[src/rtl/ps2_arrow_decoder_if.sv]
// ps2_arrow_decoder_if
//   Byte stream from the PS/2 receiver into the arrow decoder, plus the decoded
//   direction/status outputs going out to the game logic.
//   master : byte source / output consumer (receiver side, testbench)
//   slave  : the decoder
//   byte_in[7:0], byte_valid          : scan-code byte and its one-cycle strobe
//   up, down, left, right             : held arrow state
//   any_dir, press_pulse, seq_error   : registered summary, rise pulse, sticky abort flag
interface ps2_arrow_decoder_if;
  logic [7:0] byte_in;
  logic       byte_valid;
  logic       up;
  logic       down;
  logic       left;
  logic       right;
  logic       any_dir;
  logic       press_pulse;
  logic       seq_error;

  modport master (
    output byte_in, byte_valid,
    input  up, down, left, right, any_dir, press_pulse, seq_error
  );

  modport slave (
    input  byte_in, byte_valid,
    output up, down, left, right, any_dir, press_pulse, seq_error
  );
endinterface

[src/rtl/ps2_arrow_decoder.sv]
// ps2_arrow_decoder
//   PS/2 set-2 scan-code decoder. Consumes one byte per byte_valid strobe, tracks
//   E0 / F0 / E1 prefix sequences and keeps held state for the four arrow keys.
//   Ports:
//     clk   : system clock
//     rst   : synchronous, active-high reset
//     bus   : ps2_arrow_decoder_if.slave (byte stream in, direction/status out)
//   Parameters:
//     TIMEOUT_CYCLES : idle cycles tolerated inside a prefix sequence before abort
//     CNT_W          : timeout counter width, must hold TIMEOUT_CYCLES
//   Build option:
//     WASD_EN : when defined, non-extended W/S/A/D alias up/down/left/right, held in
//               separate per-key bits so an alias release never drops a held arrow.

// One key lane: arrow held bit, plus the WASD alias bit when enabled.
module ps2_key_lane (
  input  logic clk,
  input  logic rst,
  input  logic arrow_set,
  input  logic arrow_clr,
`ifdef WASD_EN
  input  logic wasd_set,
  input  logic wasd_clr,
`endif
  output logic held
);
  logic arrow_q;

  always_ff @(posedge clk) begin
    if (rst)            arrow_q <= 1'b0;
    else if (arrow_set) arrow_q <= 1'b1;
    else if (arrow_clr) arrow_q <= 1'b0;
  end

`ifdef WASD_EN
  logic wasd_q;

  always_ff @(posedge clk) begin
    if (rst)           wasd_q <= 1'b0;
    else if (wasd_set) wasd_q <= 1'b1;
    else if (wasd_clr) wasd_q <= 1'b0;
  end

  assign held = arrow_q | wasd_q;
`else
  assign held = arrow_q;
`endif
endmodule

module ps2_arrow_decoder #(
  parameter int TIMEOUT_CYCLES = 2_500_000,
  parameter int CNT_W          = 22
) (
  input  logic                  clk,
  input  logic                  rst,
  ps2_arrow_decoder_if.slave    bus
);
  localparam int NUM_KEYS = 4;  // lane order: up, down, left, right

  localparam logic [7:0] B_E0 = 8'hE0;
  localparam logic [7:0] B_F0 = 8'hF0;
  localparam logic [7:0] B_E1 = 8'hE1;

  typedef enum logic [2:0] {IDLE, EXT, BRK, EXT_BRK, SKIP} state_t;

  state_t                state_q, state_d;
  logic [CNT_W-1:0]      cnt_q, cnt_d;
  logic [2:0]            skip_q, skip_d;
  logic                  err_q, err_d;

  logic [NUM_KEYS-1:0]   arrow_set, arrow_clr;
  logic [NUM_KEYS-1:0]   held, held_prev;
  logic                  any_q, pulse_q;

  function automatic logic [NUM_KEYS-1:0] arrow_onehot(input logic [7:0] b);
    case (b)
      8'h75:   arrow_onehot = 4'b0001;
      8'h72:   arrow_onehot = 4'b0010;
      8'h6B:   arrow_onehot = 4'b0100;
      8'h74:   arrow_onehot = 4'b1000;
      default: arrow_onehot = 4'b0000;
    endcase
  endfunction

`ifdef WASD_EN
  logic [NUM_KEYS-1:0] wasd_set, wasd_clr;

  function automatic logic [NUM_KEYS-1:0] wasd_onehot(input logic [7:0] b);
    case (b)
      8'h1D:   wasd_onehot = 4'b0001;
      8'h1B:   wasd_onehot = 4'b0010;
      8'h1C:   wasd_onehot = 4'b0100;
      8'h23:   wasd_onehot = 4'b1000;
      default: wasd_onehot = 4'b0000;
    endcase
  endfunction
`endif

  always_ff @(posedge clk) begin
    if (rst) begin
      state_q <= IDLE;
      cnt_q   <= '0;
      skip_q  <= '0;
      err_q   <= 1'b0;
    end else begin
      state_q <= state_d;
      cnt_q   <= cnt_d;
      skip_q  <= skip_d;
      err_q   <= err_d;
    end
  end

  always_comb begin
    state_d   = state_q;
    cnt_d     = cnt_q;
    skip_d    = skip_q;
    err_d     = err_q;
    arrow_set = '0;
    arrow_clr = '0;
`ifdef WASD_EN
    wasd_set  = '0;
    wasd_clr  = '0;
`endif

    // Timeout only ticks between strobes while a sequence is open; a strobe
    // landing on the expiry cycle takes priority and is decoded normally.
    if (state_q == IDLE) begin
      cnt_d = '0;
    end else if (!bus.byte_valid) begin
      if (cnt_q == CNT_W'(TIMEOUT_CYCLES - 1)) begin
        state_d = IDLE;
        skip_d  = '0;
        cnt_d   = '0;
        err_d   = 1'b1;
      end else begin
        cnt_d = cnt_q + CNT_W'(1);
      end
    end

    if (bus.byte_valid) begin
      cnt_d = '0;
      case (state_q)
        IDLE: begin
          case (bus.byte_in)
            B_E0: state_d = EXT;
            B_F0: state_d = BRK;
            B_E1: begin
              state_d = SKIP;
              skip_d  = 3'd7;  // rest of the 8-byte Pause make
            end
            default: begin
`ifdef WASD_EN
              wasd_set = wasd_onehot(bus.byte_in);
`endif
            end
          endcase
        end
        EXT: begin
          if (bus.byte_in == B_F0) begin
            state_d = EXT_BRK;
          end else begin
            arrow_set = arrow_onehot(bus.byte_in);
            state_d   = IDLE;
          end
        end
        EXT_BRK: begin
          arrow_clr = arrow_onehot(bus.byte_in);
          state_d   = IDLE;
        end
        BRK: begin
`ifdef WASD_EN
          wasd_clr = wasd_onehot(bus.byte_in);
`endif
          state_d  = IDLE;
        end
        SKIP: begin
          skip_d = skip_q - 3'd1;
          if (skip_q == 3'd1) state_d = IDLE;
        end
        default: state_d = IDLE;
      endcase
    end
  end

  for (genvar k = 0; k < NUM_KEYS; k++) begin : g_lane
    ps2_key_lane u_lane (
      .clk       (clk),
      .rst       (rst),
      .arrow_set (arrow_set[k]),
      .arrow_clr (arrow_clr[k]),
`ifdef WASD_EN
      .wasd_set  (wasd_set[k]),
      .wasd_clr  (wasd_clr[k]),
`endif
      .held      (held[k])
    );
  end

  // any_dir and press_pulse both trail the held vector by one cycle; held_prev
  // is the vector from before the latest update, so a rise is held & ~held_prev.
  always_ff @(posedge clk) begin
    if (rst) begin
      held_prev <= '0;
      any_q     <= 1'b0;
      pulse_q   <= 1'b0;
    end else begin
      held_prev <= held;
      any_q     <= |held;
      pulse_q   <= |(held & ~held_prev);
    end
  end

  assign bus.up          = held[0];
  assign bus.down        = held[1];
  assign bus.left        = held[2];
  assign bus.right       = held[3];
  assign bus.any_dir     = any_q;
  assign bus.press_pulse = pulse_q;
  assign bus.seq_error   = err_q;
endmodule
[src/flat_wrapper.sv]
// flat-port wrapper written by rule: the top's interface ports become plain ports
module ps2_arrow_decoder_flat 
#(
  parameter int TIMEOUT_CYCLES = 2_500_000,
  parameter int CNT_W          = 22
)
  (clk, rst, bus_byte_in, bus_byte_valid, bus_up, bus_down, bus_left, bus_right, bus_any_dir, bus_press_pulse, bus_seq_error);
  ps2_arrow_decoder_if bus_i ();
  input  logic clk;
  input  logic rst;
  input wire logic [$bits(bus_i.byte_in)-1:0] bus_byte_in;
  input wire logic [$bits(bus_i.byte_valid)-1:0] bus_byte_valid;
  output wire logic [$bits(bus_i.up)-1:0] bus_up;
  output wire logic [$bits(bus_i.down)-1:0] bus_down;
  output wire logic [$bits(bus_i.left)-1:0] bus_left;
  output wire logic [$bits(bus_i.right)-1:0] bus_right;
  output wire logic [$bits(bus_i.any_dir)-1:0] bus_any_dir;
  output wire logic [$bits(bus_i.press_pulse)-1:0] bus_press_pulse;
  output wire logic [$bits(bus_i.seq_error)-1:0] bus_seq_error;
  assign bus_i.byte_in = bus_byte_in;
  assign bus_i.byte_valid = bus_byte_valid;
  assign bus_up = bus_i.up;
  assign bus_down = bus_i.down;
  assign bus_left = bus_i.left;
  assign bus_right = bus_i.right;
  assign bus_any_dir = bus_i.any_dir;
  assign bus_press_pulse = bus_i.press_pulse;
  assign bus_seq_error = bus_i.seq_error;
  ps2_arrow_decoder #(.TIMEOUT_CYCLES(TIMEOUT_CYCLES), .CNT_W(CNT_W)) u_core (.clk(clk), .rst(rst), .bus(bus_i));
endmodule
[config.mk]
export PLATFORM = sky130hd
export DESIGN_NAME = ps2_arrow_decoder_flat
export DESIGN_NICKNAME = d
export VERILOG_FILES = /design/src/rtl/ps2_arrow_decoder_if.sv /design/src/rtl/ps2_arrow_decoder.sv /design/src/flat_wrapper.sv
export SDC_FILE = /design/constraint.sdc
export NUM_CORES = 1
export LEC_CHECK = 0
export BUFFER_PORTS_ARGS = -buffer_cell sky130_fd_sc_hd__buf_4
export CAP_MARGIN = 10
export CORE_MARGIN = 2
export CORE_UTILIZATION = 25
export DETAILED_ROUTE_END_ITERATION = 6
export GPL_ROUTABILITY_DRIVEN = 0
export PLACE_DENSITY = 0.5
export SYNTH_ARGS = -nofsm -noshare
export SYNTH_HDL_FRONTEND = slang
export SYNTH_SLANG_ARGS = --single-unit
[constraint.sdc]
create_clock -name clk -period 3.91 [get_ports clk]
set_clock_uncertainty 0.2 [all_clocks]
set_input_delay 0.1955 -clock clk [delete_from_list [all_inputs] [get_ports clk]]
set_output_delay 0.1955 -clock clk [all_outputs]
set_load 0.02 [all_outputs]
Yosys cells after proc, flatten, opt, wreduce, memory -nomap -nowiden
Cells that the tools add are included.
- add/sub/neg operators: 2
- equal/unequal tests: 12
- muxes and demuxes: 28
- bitwise operators: 4
- reductions and logical operators: 9
- operators by type and width (kind ; number):
    equality test 8 x 7 -> 1 bit, second input constant ; 4
    2-to-1 mux 3 bit ; 10
    equality test 8 bit, second input constant ; 3
    adder 22 x 1 -> 22 bit, second input constant ; 1
    equality test 22 bit, second input constant ; 1
    2-to-1 mux 4 bit ; 5
    one-hot mux 3 bit (3 select lines) ; 2
    one-hot mux 4 bit (4 select lines) ; 1
    OR reduction 4 bit ; 3
    2-to-1 mux 1 bit ; 8
    nonzero test 2 bit ; 4
    equality test 3 x 1 -> 1 bit, second input constant ; 2
    one-hot mux 3 bit (2 select lines) ; 1
    bitwise AND 4 bit ; 1
    NOT 4 bit ; 1
    equality test 3 x 2 -> 1 bit, second input constant ; 1
    equality test 3 bit, second input constant ; 1
    logical NOT 3 bit ; 1
    AND reduction 3 bit ; 1
    subtractor 3 x 1 -> 3 bit, second input constant ; 1
    2-to-1 mux 2 bit ; 1
    NOT 1 bit ; 2
- flip-flop bits (word level): 39
- input bits: 11
- logic and storage cells: 66

Longest topological paths before layout
Gate-level depths: netlist (run 1).
- depth in word-level cells: 7
- mapped depth: 6

Cells and area by module
Synthesis (run 1) repeated with hierarchy kept, for this count alone.
- cells, all modules: 225
- area total of the unflattened synthesis: 1929.4 µm²
- by module, submodules not included (module ; instances ; cells each ; area each (µm²)):
    ps2_arrow_decoder ; 1 ; 209 ; 1774.2
    ps2_key_lane ; 4 ; 4 ; 38.8

Worst setup path after synthesis (run 1)
OpenSTA, ideal clock, no wires.
- path kind: register -> register
- start point: register u_core.cnt_q[0]
- end point: register u_core.cnt_q[18]
- setup time: 70 ps
- data arrival time: 1851 ps
- data required time: 3640 ps
- slack: 1789 ps
- stages on the path, launching flop included: 7
- path through: dfxtp_1 ha_1 nand4_1 or3_1 buf_2 or4_1 a21oi_1
- cells in the longest elaborated chain, start to end: 2
- elaborated cells on any way between the ends: 3
- RTL lines (item ; RTL line ; text):
    start, declared ; ps2_arrow_decoder.sv:67 ; logic [CNT_W-1:0] cnt_q, cnt_d;
    start signal, assigned ; ps2_arrow_decoder.sv:107 ; cnt_q <= cnt_d;
    parallel branches: the longest is 2 deep, another holds adder 22 x 1 -> 22 bit ; -- ;
Several ways; the timed one is not identified.
A chain may end at the register's enable or synchronous reset.

Final worst setup path (run 1)
- start point: register u_core.cnt_q[0]
- end point: register u_core.cnt_q[20]
Same word-level chain as after synthesis.

==> summary.md, run 1 <==
| Metric | Value |
|---|---|
| Area of the multi-input gates | 982 um^2 |
| P_leak | 0.716 nW |
| Most frequent cells in the layout | dfxtp_1, nor2_1, buf_4 |
| Yosys warning count | 0 |
| Synth Cell Area | 0.00185 mm^2 |
| Starting Density | 25.7% |
| Wirelength per Cell | 11.2 um |
| FF/Latch Area | 781 um^2 |
| Startpoint types | flop |
| Die width | 90.0 um |
| Antenna Nets Post-Route | 0 |
| FILL cells | 808 |
| Mapped Nets | 232 |
| Tot Pwr | 0.817 mW |
| Worst Path Required | 3.93 ns |
| Peak VDD IR | 0.138 mV |
| Synth Register Bits | 39 |
| Port bufs | 17 |
| Final Setup Violations | 0 |
| Normalized max-slew margin | 70.1% |
| Post-Syn Area per Cell | 8.49 um^2 |
| Vias in the first global route | 1,539 |
| Die Span Y | 90.0 um |
| Crit path from | u_core.cnt_q[0] |
| Core Box Area | 0.00721 mm^2 |
| Initial DRC Count | 67 |
| Synthesis-to-layout area growth | 19.8% |
| Clock tree sinks | 39 |
| Row count | 31 |
| Commonest non-fill, non-tap cell in the layout | dfxtp_1 |
| Nets@finish | 251 |
| Count of cell types in the netlist | 40 |
| Clk_lat worst skew | 0.29 ns |
| Via Count | 1,574 |
| Setup repair bufs after CTS | 0 |
| Pre-Repair DR Iteration Count | 4 |
| Synth top area cells | dfxtp_1, nor2_1, xnor2_1, o31ai_1, a21oi_1 |
| Hold_sp | bus_byte_in[1] |
| DP Wirelength | 2.72 mm |
| Final Slew Violations | 0 |
| GRT Overall Usage | 9.93% |
| Num ports | 18 |
| CTS clk-pin slew, worst paths | 0.08 ns |
| Via density | 4.67 |
| RSZ-0062 raised after global routing | no |
| Post-synth top area share | 42.2% |
| Final period utilization | 58.1% |
| Cell count after synthesis | 218 |
| TritonCTS clock tree | built |
| Largest net degree at the start of global routing | 23 |
| Grt ovf | 0 |
| Critical Path End Type | flop |
| Post-synth EDFFs | 0 |
| Largest area contributor in the netlist | dfxtp_1 |
| Hold Fails Final Rpt | 0 |
| Async SR Flop Fraction | 0% |
| Routed wire length | 3.77 mm |
| CTS H-tree lvls | 2 |
| Crit-path max FO | 7 |
| Max clock buf depth | 2 |
| Sum of negative setup slack | 0 ns |
| Initial antenna violation count | 0 |
| DRC | 0 |
| Cell area power density | 368 mW/mm^2 |
| Die area | 0.00811 mm^2 |
| Fmax | 440 MHz |
| Worst r2r src | u_core.cnt_q[0] |
| Root Buffer | clkbuf_8 |
| Crit path DAT | 2.29 ns |
| Ant diodes | 0 |
| Hold Crit Class | primary input to flop |
| Top_reg_cell synth | dfxtp_1 |
| Fin crit period | 2.27 ns |
| Max Cap Viol | 0 |
| Outcome | complete, no violations |
| Seq/Total Area, Yosys | 42.2% |
| Inserted Clock Buffers | 5 |
| Share of layout cells above drive strength 1 | 12.2% |
| First-pass GRT wire length | 6.80 mm |
| Slew @ Worst Pin | 0.437 ns |
| WS Path Type | flop to flop |
==> report_power, final <==
part	switching (mW)	internal, mW
combinational	0.0122	0.0117
sequential	0.000196	0.397
clock	0.140	0.255
==> final timing paths <==
path                                   to  slack (ns)  cells past startpoint
max reg2reg              u_core.cnt_q[20]        1.64                      5
min          u_core.g_lane[1].u_lane.held        0.04                      3
max                      u_core.cnt_q[20]        1.64                      5
min reg2reg          u_core.bus.seq_error        0.26                      2
==> through the flow <==
stage | util, % | instances | worst slack [ns] | cell area, um^2 | hold slack (ns)
floorplan | - | 218 | 1.79 | 1850 | 0.0756
global placement | 28.8 | 328 | 1.72 | 2070 | 0.246
detailed placement | 28.8 | 328 | 1.67 | 2070 | 0.248
CTS | 30.7 | 337 | 1.64 | 2220 | 0.0348
global route | 30.7 | 337 | 1.46 | 2220 | 0.0677
finish | 30.7 | 337 | 1.64 | 2220 | 0.0423
==> cell usage after synthesis, types with 3 or more instances <==
cell      count
or3_1         7
o31ai_1       8
ha_1          3
dfxtp_1      39
nor2b_1       4
inv_1        14
nor4b_1       4
and3_1        3
a21oi_1      11
nor3_1        3
nand2_1      14
or4_1         7
nand3b_1      3
clkbuf_1      5
nor2_1       26
o21ai_0      11
and4_1        3
nand3_1       8
nor4_1        4
nand4_1       4
xor2_1        3
xnor2_1       8
nand2b_1      4
==> state kept, by name, indices dropped and copies added (netlist names) <==
signal	cells
u_core.state_q	3
u_core.g_lane.u_lane.held	4
u_core.cnt_q	22
u_core.bus.seq_error	1
u_core.skip_q	3
u_core.bus.any_dir	1
u_core.held_prev	4
u_core.bus.press_pulse	1
==> routing by layer <==
| layer | routed length [um] | vias to the layer above | GRT usage [%] |
|---|---|---|---|
| met4 | 70 | 0 | 3.85 |
| met2 | 1700 | 18 | 16.2 |
| met5 | 0 | - | 0 |
| met3 | 102 | 6 | 2.60 |
| met1 | 1890 | 729 | 12.5 |
| li1 | - | 821 | - |
==> cells by family (layout without fill, tap and decap cells) <==
group,count (synthesis),count (layout),synth area share [%]
AOI/OAI and AO/OA,42,42,14.7
xor gates and xnor gates,11,11,5.21
adders and majority gates,3,3,2.03
buffers and inverters,21,41,4.73
DFF,39,39,42.2
muxes,1,1,0.541
and+or+nand+nor,101,101,30.6
==> layout make-up <==
cell class / count / share of cell area [%]
inverter: 14 / 2.37
timing repair buffer: 19 / 6.55
multi-input combinational: 158 / 44.3
clock inverter: 2 / 2.71
tap: 99 / 5.59
sequential: 39 / 35.2
clock buffer: 6 / 3.27
==> what timing repair did <==
action | CTS | global route
hold endpoints to repair | 2 | 0
resized for setup | 0 | 0
hold buffers | 1 | 0
==> worst max-delay path, cell delays in order, from the launching register on <==
cell and delay [ns]:
dfxtp_1 0.38, ha_1 0.24, nand4_1 0.18, or3_1 0.52
or4_1 0.54, a21oi_1 0.15
Note: power is estimated with default switching activity, not from simulation.
==> inputs of run 2 (changes only) <==
--- a/config.mk
+++ b/config.mk
@@ -11,7 +11,7 @@
 export CORE_UTILIZATION = 25
 export DETAILED_ROUTE_END_ITERATION = 6
 export GPL_ROUTABILITY_DRIVEN = 0
-export PLACE_DENSITY = 0.5
+export PLACE_DENSITY = 0.52
 export SYNTH_ARGS = -nofsm -noshare
 export SYNTH_HDL_FRONTEND = slang
 export SYNTH_SLANG_ARGS = --single-unit
==> constraint.sdc (replaced) <==
create_clock -name clk -period 1.9 [get_ports clk]
set_clock_uncertainty 0.2 [all_clocks]
set_input_delay 0.095 -clock clk [delete_from_list [all_inputs] [get_ports clk]]
set_output_delay 0.095 -clock clk [all_outputs]
set_load 0.02 [all_outputs]
==> summary.md, run 2 (same netlist as run 1, synthesis figures left out) <==
| Metric | Value |
|---|---|
| CP max-delay cell | or4_4 |
| Fin area | 0.00263 mm^2 (+19%) |
| Cell area power density | 644 mW/mm^2 (+75%) |
| Normalized max-slew margin | 71.0% (+0.90 points) |
| Final Setup Violations | 7 (+7) |
| Max Cap Viol | 0 (unchanged) |
| Crit-path max FO | 6 (-1) |
| Antenna Nets Post-Route | 0 (unchanged) |
| Slew @ Worst Pin | 0.424 ns (-0.0132 ns) |
| Crit path from | u_core.cnt_q[1] |
| Ant diodes | 0 (unchanged) |
| Fmax | 511 MHz (+16%) |
| Pre-Repair DR Iteration Count | 4 (unchanged) |
| Commonest non-fill, non-tap cell in the layout | buf_4 |
| FF/Latch Area | 795 um^2 (+1.8%) |
| Synthesis-to-layout area growth | 42.3% |
| CP bufs+invs | 0 (unchanged) |
| TritonCTS clock tree | built |
| Vias in the first global route | 1,642 (+6.7%) |
| Inserted Clock Buffers | 5 (unchanged) |
| Largest net degree at the start of global routing | 23 (unchanged) |
| Crit path DAT | 1.98 ns (-0.31 ns) |
| Failing checks | negative setup slack |
| Area of the multi-input gates | 0.00106 mm^2 (+7.5%) |
| Hold Fails Final Rpt | 0 (unchanged) |
| Hold slack | 0.00972 ns (-0.0325 ns) |
| DP Wirelength | 3.10 mm (+14%) |
| Max clock buf depth | 2 (unchanged) |
| Share of layout cells above drive strength 1 | 31.1% (+19 points) |
| Die Span Y | 90.0 um (unchanged) |
| Slowest stage delay, CP | 0.51 ns (-0.03 ns) |
| Port bufs | 17 (unchanged) |
| CTS H-tree lvls | 2 (unchanged) |
| DRC | 0 (unchanged) |
| Starting Density | 25.7% (unchanged) |
| Slack of the critical path | -0.0559 ns (-1.69 ns) |
| Outcome | complete, but fails checks |
| Via Count | 1,745 (+11%) |
| Die area | 0.00811 mm^2 (unchanged) |
| Row count | 31 (unchanged) |
| Fin crit period | 1.96 ns (-0.317 ns) |
| Most frequent cells in the layout | buf_4, dfxtp_1, nor2_1 |
| Final period utilization | 103% (+45 points) |
| Final Slew Violations | 0 (unchanged) |
| Nets@finish | 293 (+17%) |
| Wirelength per Cell | 11.6 um (+3.4%) |
| Hold Crit Class | primary input to flop |
| FILL cells | 759 (-6.1%) |
| Hold_sp | bus_byte_in[0] |
| Clk_lat worst skew | 0.29 ns (about the same) |
| Critical path cell sequence | ha_4, nand4_1, or3_4, or4_4, a21oi_4 |
| RSZ-0062 raised after global routing | yes |
| Die width | 90.0 um (unchanged) |
| Largest register by flop count | u_core.cnt_q |
| Cell family with the largest share of critical-path delay | simple AND/OR/NAND/NOR gates |
| Routed wire length | 4.38 mm (+16%) |
| Num ports | 18 (unchanged) |
| Worst Path Required | 1.92 ns (-2.01 ns) |
| Worst r2r src | u_core.cnt_q[1] |
| Sum of negative setup slack | -0.162 ns (-0.162 ns) |
| Via density | 4.60 (-1.4%) |
| Number of flip-flops in the largest register | 22 (unchanged) |
| Peak VDD IR | 0.283 mV (+100%) |
| CTS clk-pin slew, worst paths | 0.08 ns (about the same) |
| Core Box Area | 0.00721 mm^2 (unchanged) |
| Grt ovf | 0 (unchanged) |
| First-pass GRT wire length | 7.22 mm (+6.1%) |
| Clock tree sinks | 39 (unchanged) |
| Area after DPL | 0.00234 mm^2 (+13%) |
| Root Buffer | clkbuf_8 |
| P_leak | 0.934 nW (+31%) |
| Critical Path End Type | flop |
| WS Path Type | flop to flop |
| GRT Overall Usage | 10.6% (+0.70 points) |
| Initial antenna violation count | 0 (unchanged) |
| Initial DRC Count | 68 (+1.5%) |
| Startpoint types | flop |
[run 2: where the power goes]
group | switching [mW] | internal, mW
clock network | 0.297 | 0.525
registers | 0.000236 | 0.815
logic | 0.0274 | 0.0310
[run 2: worst reg2reg max path, stage by stage (launching register included)]
cell and delay, ns:
dfxtp_2 0.36, ha_4 0.14, nand4_1 0.10, or3_4 0.45, or4_4 0.51, a21oi_4 0.14
[run 2: per-stage QoR]
step	setup WS (ns)	instances	util, %	total power, mW
after floorplan	-0.0481	218	-	0.856
after global placement	-0.119	361	32.5	0.884
after detailed placement	-0.140	361	32.5	0.885
after CTS	-0.0533	376	35.6	1.72
after global routing	-0.128	379	36.5	1.76
final	-0.0559	379	36.5	1.70
[run 2: final cells by class]
class,count,share of cell area [%]
multi-input cells,159,40.1
flip-flops and latches,39,30.2
repair buffers,60,18.0
well taps,99,4.71
clock buffers,6,2.76
clock inverters,2,2.28
inverters,14,2.00
[run 2: worst paths after layout]
path         cells past startpoint  slack, ns                      endpoint
max                              5      -0.06              u_core.cnt_q[16]
min                              4       0.01  u_core.g_lane[0].u_lane.held
max reg2reg                      5      -0.06              u_core.cnt_q[16]
min reg2reg                      2       0.27          u_core.bus.seq_error
[run 2: what timing repair did]
| action | in CTS | in global routing |
|---|---|---|
| hold endpoints to repair | 12 | 0 |
| setup endpoints to repair | 12 | 29 |
| pin swaps | 2 | 5 |
| buffers inserted | 1 | 2 |
| cloned | 0 | 1 |
| hold buffers | 6 | 0 |
| gates resized for setup | 7 | 10 |
[run 2: per-layer routing]
metal	wire, um	up-vias	share of wire (%)	GRT usage [%]
met1	2210	809	50	12.9
met3	103	5	2.4	2.26
met4	73	0	1.7	4.23
met2	1990	17	45	18.3
li1	-	914	-	-
met5	0	-	0	0
==> inputs of run 3 (changes only) <==
--- a/config.mk
+++ b/config.mk
@@ -7,10 +7,11 @@
 export LEC_CHECK = 0
 export BUFFER_PORTS_ARGS = -buffer_cell sky130_fd_sc_hd__buf_4
 export CAP_MARGIN = 10
+export CORE_ASPECT_RATIO = 0.75
 export CORE_MARGIN = 2
 export CORE_UTILIZATION = 25
 export DETAILED_ROUTE_END_ITERATION = 6
-export GPL_ROUTABILITY_DRIVEN = 0
+export HOLD_SLACK_MARGIN = 0.1
 export PLACE_DENSITY = 0.52
 export SYNTH_ARGS = -nofsm -noshare
 export SYNTH_HDL_FRONTEND = slang
==> summary.md, run 3 (same netlist as run 1, synthesis figures left out) <==
| Metric | Value |
|---|---|
| Outcome | complete, but fails checks |
| Failing checks | negative setup slack |
| Largest register by flop count | u_core.cnt_q |
| Slew @ Worst Pin | 0.387 ns (-0.0368 ns) |
| Root Buffer | clkbuf_8 |
| Routed wire length | 4.61 mm (+5.4%) |
| Startpoint types | flop |
| DP Wirelength | 3.12 mm (+0.76%) |
| Initial DRC Count | 79 (+16%) |
| Peak VDD IR | 0.338 mV (+20%) |
| Initial antenna violation count | 0 (unchanged) |
| Grt ovf | 0 (unchanged) |
| Row count | 27 (-13%) |
| Die area | 0.00811 mm^2 (about the same) |
| Crit-path max FO | 5 (-1) |
| First-pass GRT wire length | 7.76 mm (+7.6%) |
| Nets@finish | 300 (+2.4%) |
| Wirelength per Cell | 11.9 um (+2.9%) |
| Placed cells | 363 (+0.55%) |
| Commonest non-fill, non-tap cell in the layout | buf_4 |
| Inserted Clock Buffers | 5 (unchanged) |
| RSZ-0062 raised after global routing | yes |
| DRC | 0 (unchanged) |
| Via Count | 1,804 (+3.4%) |
| Hold slack | 0.178 ns (+0.168 ns) |
| Largest net degree at the start of global routing | 16 (-30%) |
| Fin crit period | 1.94 ns (-0.0117 ns) |
| Sum of negative setup slack | -0.120 ns (+0.0419 ns) |
| Final Setup Violations | 4 (-3) |
| Max Cap Viol | 0 (unchanged) |
| Placer Congestion | 0.755 |
| Clock tree sinks | 39 (unchanged) |
| Num ports | 18 (unchanged) |
| Core Box Area | 0.00726 mm^2 (+0.68%) |
| Slack of the critical path | -0.0443 ns (+0.0117 ns) |
| Via density | 4.65 (+0.98%) |
| Max clock buf depth | 2 (unchanged) |
| Clk_lat worst skew | 0.29 ns (about the same) |
| Dpl ws | -0.137 ns (+0.00304 ns) |
| Final period utilization | 102% (-0.61 points) |
| Most frequent cells in the layout | buf_4, dfxtp_1, nor2_1 |
| Die Span Y | 78.5 um (-13%) |
| Synthesis-to-layout area growth | 48.3% |
| Worst Path Required | 1.94 ns (+0.02 ns) |
| Ant diodes | 0 (unchanged) |
| WS Path Type | flop to flop |
| Die width | 103 um (+15%) |
| Pre-Repair DR Iteration Count | 4 (unchanged) |
| Vias in the first global route | 1,691 (+3.0%) |
| Critical Path End Type | flop |
| Post-Layout Cell Count | 388 (+2.4%) |
| TritonCTS clock tree | built |
| Antenna Nets Post-Route | 0 (unchanged) |
| Fmax | 514 MHz (+0.60%) |
| CTS clk-pin slew, worst paths | 0.09 ns (about the same) |
| Crit path DAT | 1.98 ns (about the same) |
| Cell area power density | 625 mW/mm^2 (-3.0%) |
| Share of layout cells above drive strength 1 | 33.1% (+2.0 points) |
| Normalized max-slew margin | 73.8% (+2.8 points) |
| P_leak | 0.985 nW (+5.4%) |
| Number of flip-flops in the largest register | 22 (unchanged) |
| Final Slew Violations | 0 (unchanged) |
| Hold Fails Final Rpt | 0 (unchanged) |
| GRT Overall Usage | 12.0% (+1.4 points) |
| Port bufs | 17 (unchanged) |
| Hold Crit Class | primary input to flop |
| Tot Pwr | 1.72 mW (+1.1%) |
| Starting Density | 25.5% (-0.17 points) |
| CTS H-tree lvls | 2 (unchanged) |
[run 3: changes by cell type in the layout (fill, tap and decap cells not counted), sizes merged]
cell         change
clkbuf           -1
clkinvlp         +1
buf              +3
dlygate4sd3      +4
[run 3: final cells by class]
cell class / instances / area [um^2]
Sequential cell: 39 / 801
Inverter: 14 / 52.6
Multi-Input combinational cell: 159 / 1090
Tap cell: 101 / 126
Clock inverter: 3 / 67.6
Clock buffer: 5 / 68.8
Fill cell: 743 / 4520
Timing Repair Buffer: 67 / 536
[run 3: repair_timing]
| item | 4_1_cts | 5_1_grt |
|---|---|---|
| hold endpoints to repair | 17 | 0 |
| cloned | 1 | 0 |
| setup buffers | 1 | 5 |
| pin swaps | 1 | 7 |
| hold buffers | 10 | 0 |
| endpoints found under the setup margin | 13 | 10 |
| gates resized for setup | 11 | 16 |
[run 3: power by group]
part / switching (mW) / leakage [nW] / internal [mW]
clock: 0.314 / 0.0644 / 0.524
sequential: 0.000247 / 0.320 / 0.812
combinational: 0.0288 / 0.600 / 0.0364
total: 0.343 / 0.985 / 1.37
[run 3: worst paths after layout]
kind	startpoint	to	slack, ns	depth (start not counted)
setup reg to reg	u_core.cnt_q[9]	u_core.cnt_q[21]	-0.04	5
setup / recovery	u_core.cnt_q[9]	u_core.cnt_q[21]	-0.04	5
hold reg to reg	u_core.bus.seq_error	u_core.bus.seq_error	0.25	2
hold / removal	bus_byte_in[1]	u_core.state_q[0]	0.18	5
[run 3: metrics by stage]
stage / area (um^2) / utilization [%]
final: 2740 / 37.8
after global routing: 2740 / 37.8
after floorplan: 1880 / -
after CTS: 2640 / 36.3
after global placement: 2350 / 32.3
after detailed placement: 2350 / 32.3
[run 3: per-layer routing]
| layer | track usage, % | share of wire, % |
|---|---|---|
| met2 | 17.6 | 42 |
| met4 | 3.68 | 0.95 |
| met1 | 17.2 | 54 |
| met3 | 2.94 | 3.1 |
| met5 | 0 | 0 |
[run 3: worst max-delay path: stages (launching register included)]
cell	delay, ns
dfxtp_2	0.37
buf_6	0.12
nand2_4	0.06
or4_4	0.53
or4_4	0.50
a21oi_2	0.11
